### src/rtl/jt900h_ramwr.sv
// CPU write path to 16-bit RAM: splits a byte/word/long write at any byte
// address into halfword or single-lane accesses, TLCS-900 little-endian lanes.
module jt900h_ramwr #(
  parameter int WE_LEN = 2
)(
  input  logic        clk,
  input  logic        rst,
  input  logic        cen,
  input  logic        req_we,
  input  logic [23:0] req_addr,
  input  logic [31:0] req_din,
  input  logic [1:0]  req_size,
  output logic        busy,
  output logic        done,
  output logic [23:0] ram_addr,
  output logic [15:0] ram_din,
  output logic        ram_we,
  output logic [1:0]  ram_dsn
);

  typedef enum logic [1:0] {IDLE, SETUP, HOLD} state_t;

  localparam logic [2:0] CNT_LAST = 3'(WE_LEN - 1);

  state_t      st, st_nx;
  logic [23:0] cur;
  logic [31:0] shift;
  logic [2:0]  rem, rem_after, cnt;
  logic [1:0]  cons;
  logic        armed;
  logic        accept, byte_acc, hold_last;

  always_comb begin
    accept    = (st == IDLE) && req_we && armed;
    byte_acc  = cur[0] || (rem == 3'd1);
    hold_last = (cnt == CNT_LAST);
    rem_after = rem - {1'b0, cons};
    st_nx     = st;
    case (st)
      IDLE:    if (accept) st_nx = SETUP;
      SETUP:   st_nx = HOLD;
      HOLD:    if (hold_last) st_nx = (rem_after == 3'd0) ? IDLE : SETUP;
      default: st_nx = IDLE;
    endcase
  end

  always_ff @(posedge clk or negedge rst) begin
    if (!rst)     st <= IDLE;
    else if (cen) st <= st_nx;
  end

  always_ff @(posedge clk or negedge rst) begin
    if (!rst) begin
      busy     <= 1'b0;
      done     <= 1'b0;
      ram_we   <= 1'b0;
      ram_dsn  <= 2'b11;
      ram_addr <= 24'd0;
      ram_din  <= 16'd0;
      cur      <= 24'd0;
      shift    <= 32'd0;
      rem      <= 3'd0;
      cnt      <= 3'd0;
      cons     <= 2'd0;
      armed    <= 1'b1;
    end else begin
      // done is a single clk pulse regardless of cen
      done <= 1'b0;
      if (cen) begin
        case (st)
          IDLE: begin
            if (accept) begin
              cur   <= req_addr;
              shift <= req_din;
              case (req_size)
                2'b01:   rem <= 3'd2;
                2'b10:   rem <= 3'd4;
                default: rem <= 3'd1;
              endcase
              busy  <= 1'b1;
              armed <= 1'b0;
            end else if (!req_we) begin
              armed <= 1'b1;
            end
          end
          SETUP: begin
            ram_addr <= {cur[23:1], 1'b0};
            ram_we   <= 1'b1;
            cnt      <= 3'd0;
            if (byte_acc) begin
              cons    <= 2'd1;
              ram_dsn <= cur[0] ? 2'b01 : 2'b10;
              ram_din <= {shift[7:0], shift[7:0]};
            end else begin
              cons    <= 2'd2;
              ram_dsn <= 2'b00;
              ram_din <= shift[15:0];
            end
          end
          HOLD: begin
            if (hold_last) begin
              ram_we  <= 1'b0;
              ram_dsn <= 2'b11;
              shift   <= (cons == 2'd2) ? (shift >> 16) : (shift >> 8);
              cur     <= cur + {22'd0, cons};
              rem     <= rem_after;
              if (rem_after == 3'd0) begin
                busy <= 1'b0;
                done <= 1'b1;
              end
            end else begin
              cnt <= cnt + 3'd1;
            end
          end
          default: ;
        endcase
      end
    end
  end

endmodule

### config.mk
export PLATFORM = sky130hd
export DESIGN_NAME = jt900h_ramwr
export DESIGN_NICKNAME = d
export VERILOG_FILES = /design/src/rtl/jt900h_ramwr.sv
export SDC_FILE = /design/constraint.sdc
export NUM_CORES = 1
export LEC_CHECK = 0
export ABC_AREA = 1
export BUFFER_PORTS_ARGS = -buffer_cell sky130_fd_sc_hd__clkbuf_2
export CAP_MARGIN = 20
export CORE_UTILIZATION = 45
export CTS_CLUSTER_SIZE = 16
export DETAILED_ROUTE_END_ITERATION = 10
export PLACE_DENSITY = 0.67
export SYNTH_ARGS = -nofsm -noshare
export SYNTH_HDL_FRONTEND = slang
export SYNTH_SLANG_ARGS = --single-unit
### constraint.sdc
create_clock -name clk -period 4.35 [get_ports clk]
set_input_delay 0.435 -clock clk [delete_from_list [all_inputs] [get_ports clk]]
set_output_delay 0.435 -clock clk [all_outputs]
set_load 0.02 [all_outputs]
==> metrics.md, run 1 <==
| Metric | Value |
|---|---|
| Status | `completed` |
| Total Wirelength | `14.4 mm` |
| Post-route setup slack | `1.48 ns` |
| Clock buffer count from CTS | `9` |
| Post-route clock skew | `0.00976 ns` |
| Post-cts sizing count | `0` |
| Worst IR Drop VDD | `0.385 mV` |
| Cells after synthesis | `729` |
| Max Cap Violations | `0` |
| Syn Area/Cell | `7.75 µm²` |
| Arr. time, crit path | `3.14 ns` |
| # DRC | `0` |
| Starting Density | `0.466` |
| Clock-pin slew of the registers on the worst-case setup and hold paths | `0.08 ns` |
| Max Clock Freq | `348 MHz` |
| Largest net degree at the start of global routing | `72` |
| Pre-CTS setup slack | `1.51 ns` |
| Vias in the first global route | `4873` |
| Startpoint types | `register` |
| Worst Path Max Fanout | `28` |
| CP Class | `register to register` |
| Io pins | `107` |
| Vias | `5115` |
| Fin crit period | `2.87 ns` |
| Layout cell share with drive strength beyond 1 | `0.167` |
| Met1 Wirelength | `6.50 mm` |
| Final ANT Viol Nets | `0` |
| Main synth FF type | `dfrtp_1` |
| Top Metal Used | `met4` |
| RSZ-0062 raised after global routing | `false` |
| Yosys reg bits | `111` |
| I/O Buffers | `105` |
| Wire per inst | `14.5 µm` |
| Mapped cell area | `5650 µm²` |
| Syn Nets | `800` |
| Final setup violation count | `0` |
| All-Layer GR Usage | `0.238` |
| Fin Setup TNS | `0 ns` |
| CTS tree | `yes` |
| Final hold vios | `0` |
| Metal2 WL | `6.84 mm` |
| Most common cell in the synthesized netlist | `nand2_1` |
| First-pass DRT Iterations | `5` |
| H-tree levels | `3` |
| Clk sinks | `111` |
| Slew @ Worst Pin | `0.933 ns` |
| HPWL Detailed | `10.2 mm` |
| Die W | `114 µm` |
| Pwr dens | `748 nW/µm²` |
| Yosys cell types | `38` |
| Gr ovfl total | `0` |
| Final worst path period share | `0.660` |
| Slew Limit Headroom | `0.378` |
| Post-CTS Hold Buffers | `0` |
| Post-synth top area share | `0.479` |
| Die Ht | `114 µm` |
| Sequential fraction of the synthesis area | `0.492` |
| 1st-iter DRT viols | `323` |
| Final Wtd Congestion | `0.887` |
| Diodes inserted | `0` |
| Warnings from Yosys | `0` |
| Synth area leaders | `dfrtp_1 (48%), nand2_1 (13%), o21ai_0 (6.7%)` |
| Hold slack | `0.207 ns` |
| Cell row count | `40` |
| Clock root buffer | `clkbuf_16` |
| Post-synth top area cell | `dfrtp_1` |
| Syn-to-layout area delta | `16.3%` |
| Met3 wire length | `720 µm` |
| Die area | `13000 µm²` |
| Pleak | `3.21 nW` |
| Post-synth EDFFs | `0` |
| Hold WC Path Type | `input pin to async pin` |
| # nets final | `887` |
| CORE AREA | `12100 µm²` |
| First-pass GRT wire length | `24.0 mm` |
| Max-slew violation count | `0` |
| Post-CTS Setup Bufs | `0` |
| Initial antenna violation count | `0` |
| Worst skew pair latency | `0.36 ns` |
| Required @ worst endpoint | `4.62 ns` |
| Vias per Instance | `5.17` |
| Crit path capture type | `register` |
| Top post-synthesis cells by count | `nand2_1 (201), dfrtp_1 (108), nor2_1 (79), inv_1 (77), o21ai_0 (76)` |
| Ys async rst share | `1.00` |
| Clock Path Buffers | `2` |
worst max-delay path: stages (launching register included):
cell and delay [ns]:
dfrtp_1 0.96, nand2_4 0.36, clkinv_1 0.28, buf_4 0.35, nand2_1 0.16, nor2_1 0.12, nand3_1 0.25, o211ai_1 0.29
layout by cell type (no fill, tap or decap), types with 3 or more instances in the layout:
| master | n |
|---|---|
| a21oi_1 | 39 |
| a22oi_1 | 4 |
| a31oi_1 | 4 |
| buf_4 | 5 |
| clkbuf_16 | 9 |
| clkbuf_2 | 104 |
| dfrtp_1 | 108 |
| dfstp_2 | 3 |
| ha_1 | 7 |
| inv_1 | 77 |
| inv_6 | 3 |
| nand2_1 | 201 |
| nand3_1 | 33 |
| nand4_1 | 3 |
| nor2_1 | 79 |
| o211ai_1 | 17 |
| o21a_1 | 7 |
| o21ai_0 | 76 |
| o21ai_1 | 8 |
| o221ai_1 | 3 |
| o22ai_1 | 6 |
flip-flops by register name (all words and copies together), names as in the netlist:
name      flops
rem           3
cur          24
busy          1
shift        32
armed         1
cnt           3
ram_dsn       2
done          1
st            2
ram_addr     23
cons          2
ram_we        1
ram_din      16
where the power goes:
group | switching (mW) | total (mW) | internal, mW
clock network | 0.415 | 0.875 | 0.460
logic | 1.41 | 2.12 | 0.708
registers | 0.395 | 1.92 | 1.53
total | 2.22 | 4.91 | 2.69
area by class of cell:
type / instances / area (µm²)
sequential: 111 / 2780
timing repair buffer: 109 / 558
clock buffer: 9 / 225
inverter: 80 / 300
fill: 1204 / 5540
multi-input combinational: 505 / 2410
tap: 168 / 210
clock inverter: 7 / 90.1
per-layer routing:
metal / vias up / track usage
met4: 0 / 0.0771
met3: 24 / 0.0499
li1: 2527 / -
met5: - / 0
met2: 155 / 0.383
met1: 2409 / 0.322
stage by stage:
stage	std cells	total power, mW	util	area, µm²
after global routing	989	5.34	0.543	6570
after global placement	973	3.99	0.517	6260
after CTS	989	4.94	0.543	6570
after floorplan	729	3.41	-	5650
after detailed placement	973	4.05	0.517	6260
final	989	4.91	0.543	6570
logic make-up (layout without fill, tap and decap cells):
logic type / Yosys count / count (layout) / synth area share
flip-flops: 111 / 111 / 0.492
other: 1 / 1 / 0.000664
AO/OA/AOI/OAI: 167 / 167 / 0.166
XOR/XNOR: 3 / 3 / 0.00465
adder cells (fa/ha/maj): 9 / 9 / 0.0226
buffers and inverters: 113 / 205 / 0.0815
AND/OR/NAND/NOR: 325 / 325 / 0.232
final timing paths:
path,from,end,slack [ns],cells after the start
worst max-delay path,st[1]$_DFFE_PN0P_,shift[21]$_DFFE_PN0P_,1.48,7
worst min-delay path,rst,ram_addr[9]$_DFFE_PN0P_,0.21,1
worst max register to register,st[1]$_DFFE_PN0P_,shift[21]$_DFFE_PN0P_,1.48,7
worst min register to register,ram_addr[4]$_DFFE_PN0P_,ram_addr[4]$_DFFE_PN0P_,0.49,2
max in group asynchronous,rst,cur[22]$_DFFE_PN0P_,3.09,2
min in group clk,req_we,armed$_DFFE_PN1P_,0.24,2
(Power assumes the default switching activity.)
==> run 2, diff against run 1 <==
- clock period: 4.35 -> 2.9 ns (I/O delays scaled with it)
==> metrics.md, run 2 (synthesis gave the netlist of run 1 again) <==
| Metric | Value |
|---|---|
| Crit path capture type | `register` |
| Die W | `114 µm` |
| # DRC | `0` |
| Most flop-heavy register | `shift` |
| Vias per Instance | `5.12` |
| Hold path startpoint | `req_we` |
| Post-cts sizing count | `0` |
| Vias | `5097` |
| Switching fraction of total power | `0.439` |
| Worst skew pair latency | `0.36 ns` |
| Pleak | `3.26 nW` |
| Clock power share | `0.190` |
| Total Wirelength | `15.0 mm` |
| Slew @ Worst Pin | `0.737 ns` |
| Clock root buffer | `clkbuf_16` |
| Die area | `13000 µm²` |
| Worst Path Max Fanout | `37` |
| All-Layer GR Usage | `0.248` |
| Wire per inst | `15.1 µm` |
| I/O Buffers | `105` |
| Die Ht | `114 µm` |
| Io pins | `107` |
| CORE AREA | `12100 µm²` |
| CTS tree | `yes` |
| Clock-pin slew of the registers on the worst-case setup and hold paths | `0.07 ns` |
| Max Cap Violations | `0` |
| Diodes inserted | `0` |
| Max-slew violation count | `0` |
| Post-route clock skew | `0.00772 ns` |
| CP Class | `register to register` |
| Hold WC Path Type | `input pin to register` |
| Final setup violation count | `0` |
| Largest net degree at the start of global routing | `60` |
| First-pass GRT wire length | `24.9 mm` |
| Slew Limit Headroom | `0.507` |
| Pwr dens | `1140 nW/µm²` |
| Clock Path Buffers | `2` |
| Worst IR Drop VDD | `0.612 mV` |
| Layout cell share with drive strength beyond 1 | `0.172` |
| Starting Density | `0.466` |
| Clk sinks | `111` |
| Logic pwr share | `0.439` |
| Syn-to-layout area delta | `18.1%` |
| Max Clock Freq | `417 MHz` |
| Initial antenna violation count | `0` |
| Fin crit period | `2.40 ns` |
| Final Wtd Congestion | `0.873` |
| Post-CTS Setup Bufs | `0` |
| Crit path launch | `st[0]$_DFFE_PN0P_` |
| Final ANT Viol Nets | `0` |
| H-tree levels | `3` |
| Status | `completed` |
| Hold slack | `0.103 ns` |
| 1st-iter DRT viols | `366` |
| Startpoint types | `register` |
| Clock buffer count from CTS | `9` |
| Sequential power share | `0.371` |
| First-pass DRT Iterations | `7` |
| Most frequent cells in the layout | `nand2_1 (201), dfrtp_1 (108), clkbuf_2 (104)` |
| Vias in the first global route | `5111` |
| Cell Int Power | `4.26 mW` |
| Final hold vios | `0` |
| Net Sw Power | `3.33 mW` |
| Flip-flop count of the largest register, all copies and words added | `32` |
| RSZ-0062 raised after global routing | `false` |
| Gr ovfl total | `0` |
| Cell row count | `40` |
| HPWL Detailed | `10.8 mm` |
| Required @ worst endpoint | `3.15 ns` |
| Launch point of the worst reg-to-reg path | `st[0]$_DFFE_PN0P_` |
| Fin Setup TNS | `0 ns` |
| Most common cell after layout, fill and taps aside | `nand2_1` |
| Regs by FF count | `shift (32), cur (24), ram_addr (23)` |
| # nets final | `894` |
| Arr. time, crit path | `2.64 ns` |
| Final worst path period share | `0.827` |
-- run 2: cell types whose count changed in the layout (fill, tap and decap cells not counted) --
cell,previous run,this run
buf_4,5,10
clkinv_8,1,0
clkbuf_8,0,1
inv_6,3,0
clkinvlp_4,0,1
dlygate4sd3_1,0,1
clkinv_4,2,1
bufinv_16,1,3
buf_12,0,1
-- run 2: critical path, stage by stage (launching register included) --
cell and delay, ns:
dfrtp_1 0.51, inv_2 0.10, nand2_4 0.26, nor2_2 0.12, nor2_1 0.20, nand2_2 0.45, buf_4 0.37, a22oi_1 0.18
o21ai_1 0.09
-- run 2: layout make-up --
| class | count | area [µm²] |
|---|---|---|
| Clock buffer | 10 | 239 |
| Clock inverter | 5 | 106 |
| Fill cell | 1195 | 5440 |
| Inverter | 80 | 300 |
| Multi-Input combinational cell | 505 | 2410 |
| Sequential cell | 111 | 2780 |
| Tap cell | 168 | 210 |
| Timing Repair Buffer | 116 | 626 |
-- run 2: through the flow --
step / cell area, µm² / cells / util / total power [mW] / setup slack [ns]
finish: 6670 / 995 / 0.551 / 7.59 / 0.503
global route: 6670 / 995 / 0.551 / 8.23 / 0.277
CTS: 6670 / 995 / 0.551 / 7.63 / 0.525
detailed placement: 6310 / 979 / 0.521 / 6.16 / 0.560
global placement: 6310 / 979 / 0.521 / 6.04 / 0.695
floorplan: 5650 / 729 / - / 5.12 / 0.962
-- run 2: power groups by stage --
stage / clock network, mW / registers (mW) / logic, mW
after floorplan: 0 / 3.04 / 2.08
after global placement: 0 / 2.80 / 3.23
after detailed placement: 0 / 2.83 / 3.32
after CTS: 1.46 / 2.81 / 3.36
after global routing: 1.52 / 2.91 / 3.79
final: 1.44 / 2.82 / 3.33
-- run 2: final timing paths --
check / to / slack (ns) / cells after the start
setup / recovery: shift[23]$_DFFE_PN0P_ / 0.50 / 8
hold / removal: armed$_DFFE_PN1P_ / 0.10 / 2
setup reg to reg: shift[23]$_DFFE_PN0P_ / 0.50 / 8
hold reg to reg: ram_we$_DFFE_PN0P_ / 0.47 / 2
max in group asynchronous: ram_dsn[0]$_DFFE_PN1P_ / 1.61 / 3
min in group asynchronous: ram_addr[13]$_DFFE_PN0P_ / 0.50 / 2
-- run 2: per-layer routing --
layer	GRT usage	vias to the layer above	wire length (µm)
met5	0	-	0
met4	0.0961	0	370
met1	0.309	2380	6610
met3	0.0409	29	675
li1	-	2546	-
met2	0.429	142	7360
-- run 2: timing repair --
item | CTS | global route
hold buffers | 1 | 0
endpoints found under the hold margin | 47 | 0
setup endpoints to repair | 0 | 0
